### src/rtl/fifo_ram_ctrl.sv
// FIFO controller around an external synchronous single-read/single-write RAM,
// with a two-entry output buffer that hides the one-cycle RAM read latency.
module fifo_ram_ctrl #(
  parameter int DWIDTH = 8,
  parameter int AWIDTH = 4
) (
  input  logic              clk,
  input  logic              rst,
  input  logic [DWIDTH-1:0] in_data,
  input  logic              in_valid,
  output logic              in_ready,
  output logic [DWIDTH-1:0] out_data,
  output logic              out_valid,
  input  logic              out_ready,
  output logic [AWIDTH:0]   count,
  output logic [AWIDTH-1:0] ram_waddr,
  output logic [DWIDTH-1:0] ram_d,
  output logic              ram_we,
  output logic [AWIDTH-1:0] ram_raddr,
  output logic              ram_ren,
  input  logic [DWIDTH-1:0] ram_q
);

  localparam int              DEPTH = 2 ** AWIDTH;
  localparam logic [AWIDTH:0] FULL  = (AWIDTH + 1)'(DEPTH);

  logic [AWIDTH-1:0] r_wptr;
  logic [AWIDTH-1:0] r_rptr;
  logic [AWIDTH:0]   r_mem_count;
  logic              r_rd_pending;
  logic [1:0]        r_buf_count;
  logic [DWIDTH-1:0] r_head;
  logic [DWIDTH-1:0] r_skid;
  logic [AWIDTH:0]   r_count;

  logic              w_push;
  logic              w_pop;
  logic              w_issue;
  logic [2:0]        w_occ;
  logic [1:0]        w_buf_after_pop;
  logic [1:0]        w_buf_count_next;
  logic [DWIDTH-1:0] w_head_next;
  logic [DWIDTH-1:0] w_skid_next;
  logic [AWIDTH:0]   w_mem_count_next;
  logic [AWIDTH:0]   w_count_next;

  assign in_ready  = (r_mem_count < FULL) & ~rst;
  assign out_valid = (r_buf_count != 2'd0);
  assign out_data  = r_head;
  assign count     = r_count;

  assign w_push = in_valid & in_ready;
  assign w_pop  = out_valid & out_ready;
  // Only issue a read if the word is guaranteed a buffer slot when it lands.
  assign w_occ   = {1'b0, r_buf_count} + {2'b00, r_rd_pending} - {2'b00, w_pop};
  assign w_issue = (r_mem_count != {(AWIDTH + 1){1'b0}}) & (w_occ < 3'd2);

  assign ram_we    = w_push;
  assign ram_waddr = r_wptr;
  assign ram_d     = in_data;
  assign ram_ren   = w_issue;
  assign ram_raddr = r_rptr;

  // Output buffer next state: pop shifts skid to head, capture fills first free slot.
  always_comb begin
    w_head_next      = r_head;
    w_skid_next      = r_skid;
    w_buf_after_pop  = r_buf_count - {1'b0, w_pop};
    w_buf_count_next = w_buf_after_pop;
    if (w_pop) begin
      w_head_next = r_skid;
    end else begin
      w_head_next = r_head;
    end
    if (r_rd_pending) begin
      w_buf_count_next = w_buf_after_pop + 2'd1;
      if (w_buf_after_pop == 2'd0) begin
        w_head_next = ram_q;
      end else begin
        w_skid_next = ram_q;
      end
    end else begin
      w_buf_count_next = w_buf_after_pop;
    end
  end

  // Occupancy bookkeeping; count is the registered sum of all holding stages.
  always_comb begin
    w_mem_count_next = r_mem_count + (AWIDTH + 1)'(w_push) - (AWIDTH + 1)'(w_issue);
    w_count_next     = w_mem_count_next + (AWIDTH + 1)'(w_issue)
                     + (AWIDTH + 1)'(w_buf_count_next);
  end

  // State registers; reset discards in-flight and buffered words.
  always_ff @(posedge clk or posedge rst) begin
    if (rst) begin
      r_wptr       <= {AWIDTH{1'b0}};
      r_rptr       <= {AWIDTH{1'b0}};
      r_mem_count  <= {(AWIDTH + 1){1'b0}};
      r_rd_pending <= 1'b0;
      r_buf_count  <= 2'd0;
      r_head       <= {DWIDTH{1'b0}};
      r_skid       <= {DWIDTH{1'b0}};
      r_count      <= {(AWIDTH + 1){1'b0}};
    end else begin
      r_wptr       <= w_push ? r_wptr + {{(AWIDTH - 1){1'b0}}, 1'b1} : r_wptr;
      r_rptr       <= w_issue ? r_rptr + {{(AWIDTH - 1){1'b0}}, 1'b1} : r_rptr;
      r_mem_count  <= w_mem_count_next;
      r_rd_pending <= w_issue;
      r_buf_count  <= w_buf_count_next;
      r_head       <= w_head_next;
      r_skid       <= w_skid_next;
      r_count      <= w_count_next;
    end
  end

endmodule

### config.mk
export PLATFORM = sky130hd
export DESIGN_NAME = fifo_ram_ctrl
export DESIGN_NICKNAME = d
export VERILOG_FILES = /design/src/rtl/fifo_ram_ctrl.sv
export SDC_FILE = /design/constraint.sdc
export NUM_CORES = 1
export LEC_CHECK = 0
export CAP_MARGIN = 10
export CORE_AREA = 2 2 69 71
export CTS_BUF_LIST = sky130_fd_sc_hd__clkbuf_8
export CTS_CLUSTER_SIZE = 20
export DETAILED_ROUTE_END_ITERATION = 8
export DIE_AREA = 0 0 71 73
export HOLD_SLACK_MARGIN = 0.06
export PLACE_DENSITY_LB_ADDON = 0.25
export SLEW_MARGIN = 20
export SYNTH_ARGS = -nofsm -noshare
export SYNTH_HDL_FRONTEND = slang
export SYNTH_SLANG_ARGS = --single-unit
### constraint.sdc
create_clock -name clk -period 4.1 [get_ports clk]
set_clock_uncertainty 0.15 [all_clocks]
set_input_delay 0.41 -clock clk [delete_from_list [all_inputs] [get_ports clk]]
set_output_delay 0.41 -clock clk [all_outputs]
set_load 0.005 [all_outputs]
==> out/metrics.csv, run 1 <==
metric,value,unit
status,finished clean,
Critical Path RT,4.14,ns
wire per inst,12.8,um
Worst path slowest cell,clkdlybuf4s50_1,
main combinational cell family by area after synthesis,adder cells,
DRC violations left,0,
Routed Antenna Nets,0,
num ports,53,
clock root buffer master,clkbuf_8,
"Async S/R FF share, synth",1.00,
WL final,3270,um
1st-pass router iterations,4,
"Top FF cell, synth",dfrtp_1,
die area,5180,um2
CTS H-tree depth,2,
fmax,259,MHz
Total Power,2.35,mW
ranking of synthesized cells by area,"dfrtp_1 50%, ha_1 7.4%, mux2_2 5.4%",
Least-Margin Pin Slew,0.722,ns
XOR/XNOR Fraction of Synth Area,0.0751,
crit-path cells,"clkdlybuf4s50_1, nand3_1, o21ai_2, nand2_1, fa_1, xnor2_1, nand3_2, inv_2, ha_1, inv_1, ha_1, fa_1, inv_1, fa_2, nand3b_1, mux2i_1, xor2_1",
post-synthesis simple-gate area fraction,0.0858,
met2 Use GR,0.249,
Hold Buf Count CTS,0,
post-synthesis cell area,1870,um2
sinks on the clock net,37,
Startpoint Class,input pin,
CP Buf/Inv Count,4,
post-synthesis mux area share,0.103,
die width,71,um
vias in the first global route,1274,
CTS buffer count,5,
post-synthesis compound-gate area fraction,0.0429,
register area share after synthesis,0.496,
leak pwr,1.11,nW
Final Slew Violations,0,
Gate Count Post-Synth,162,
max capacitance violation total,0,
hold_ws,0.262,ns
Layout Nets,235,
Final setup viols,0,
I/O Buffers,36,
cell family contributing the most delay on the critical path,adder cells,
Ys Warns,0,
TNS Setup,0,ns
"FF+latch count, synth",37,
Core Footprint,4540,um2
worst setup margin,0.243,ns
Synth Area in Adders,0.117,
CP arrival,3.90,ns
CP max FO,3,
PD cells,996,nW/um2
CP peak stage delay,0.52,ns
Synth top area share,0.496,
HP Class,input pin to async pin,
clk slew on worst S/H paths,0.07,ns
syn_nets,197,
worst slew margin relative to its limit,0.518,
vias per cell,4.72,
Iteration-0 DRC Markers,40,
CTS max path bufs,2,
syn_area_per_cell,11.5,um2
number of synthesized flops with an enable pin,0,
Via Count,1203,
Util after Layout,0.520,
"Most Used Layer, Global Route",met2,
Tcrit/Tclk final,0.941,
dpl ws,-0.103,ns
critical path capture point type,register,
Final Hold Viols,0,
Die H,73,um
Area Growth Syn to Fin,26.4,%
# diodes,0,
grt ovf,0,
Cells after DPL,247,
Final min period,3.86,ns
share of layout cells above drive strength 1,0.149,
Starting Density,0.411,
met1 Use GR,0.169,
Worst VDD drop,440,uV
Synth cell types,28,
area of placed instances,2270,um2
first-pass GRT wire length,5740,um
RSZ-0062 raised after global routing,no,
initial antenna violation count,0,
total track usage,0.144,
Rows,25,
worst-skew pair later-pin latency,0.28,ns
TritonCTS clock tree,built,
fin cells,255,
GR Layer Usage met3,0.0497,
HPWL after DPL,2490,um
design area,2360,um2
GP Congestion,0.785,
CP Class,input pin to register,
largest net degree at the start of global routing,30,
Synth area leader,dfrtp_1,
report_power, final:
group / internal, mW / switching, mW
Sequential: 0.587 / 0.129
Combinational: 0.769 / 0.636
Clock: 0.113 / 0.113
synthesized netlist by cell type, drive strengths merged, types with 4 or more instances:
cell,number
mux2,9
o21ai,11
nand2,17
ha,11
inv,18
xnor2,10
fa,4
xor2,6
mux2i,9
buf,11
dfrtp,37
final timing paths:
kind / cells past startpoint / slack, ns / end / start
worst min-delay path: 2 / 0.26 / r_rd_pending$_DFF_PP0_ / rst
worst min register to register: 1 / 0.32 / ram_waddr[3]$_DFFE_PP0P_ / ram_waddr[3]$_DFFE_PP0P_
min in group clk: 1 / 0.32 / ram_waddr[3]$_DFFE_PP0P_ / ram_waddr[3]$_DFFE_PP0P_
worst max-delay path: 17 / 0.24 / count[4]$_DFF_PP0_ / out_ready
max in group asynchronous: 3 / 2.84 / out_data[1]$_DFF_PP0_ / rst
worst max register to register: 16 / 0.43 / count[4]$_DFF_PP0_ / r_buf_count[1]$_DFF_PP0_
logic make-up (layout without fill, tap and decap cells):
kind of cell / count (synthesis) / in the layout
flops: 37 / 37
compound gates: 15 / 15
xor+xnor: 16 / 16
simple gates: 30 / 30
mux: 18 / 18
fa+ha+maj: 15 / 15
buf+inv: 31 / 70
what timing repair did:
item,in CTS,in global routing
setup endpoints to repair,0,1
gates resized for setup,0,3
buffers inserted,0,0
layout make-up:
type                       count  area [um2]
clock inverter                 3        11.3
sequential                    37         926
inverter                      18        67.6
multi-input combinational     94         796
timing repair buffer          44         420
clock buffer                   5        68.8
tap                           54        67.6
fill                         407        2180
layout by cell type, fill, tap and decap left out, types with 2 or more instances in the layout:
cell type,instances
mux2_2,9
xor2_1,6
and2_1,2
inv_1,20
fa_1,3
clkdlybuf4s50_1,36
dfrtp_1,37
nor2_1,2
xnor2_1,10
a21oi_1,2
mux2i_1,9
nand2_1,16
nor2b_1,2
o21ai_0,10
clkbuf_8,5
buf_4,8
ha_1,11
registers in the layout (all words and copies together), names as in the netlist:
name and flops:
out_data 8, r_buf_count 2, r_mem_count 5, r_rd_pending 1
count 5, r_skid 8, ram_raddr 4, ram_waddr 4
layer usage:
metal | wire (um) | vias up
met1 | 1420 | 582
met3 | 168 | 4
met2 | 1650 | 28
li1 | - | 589
met4 | 35 | 0
met5 | 0 | -
worst reg2reg max path: cells and delay by family (launching register included):
family | cells | cell delay [ns]
AO/OA/AOI/OAI | 1 | 0.09
XOR/XNOR | 2 | 0.34
adder cells (fa/ha/maj) | 5 | 1.76
buffers and inverters | 3 | 0.14
flip-flops | 1 | 0.45
multiplexers | 1 | 0.17
AND/OR/NAND/NOR | 4 | 0.49
Power figures use the tool's default switching activity.
==> run 2: changes to the inputs <==
--- a/config.mk
+++ b/config.mk
@@ -13,6 +13,7 @@
 export DIE_AREA = 0 0 71 73
 export HOLD_SLACK_MARGIN = 0.06
 export PLACE_DENSITY_LB_ADDON = 0.25
+export SKIP_LAST_GASP = 1
 export SLEW_MARGIN = 20
 export SYNTH_ARGS = -nofsm -noshare
 export SYNTH_HDL_FRONTEND = slang
==> results of run 2 <==
The final DEF is identical to that of run 1; final timing and power are the same.
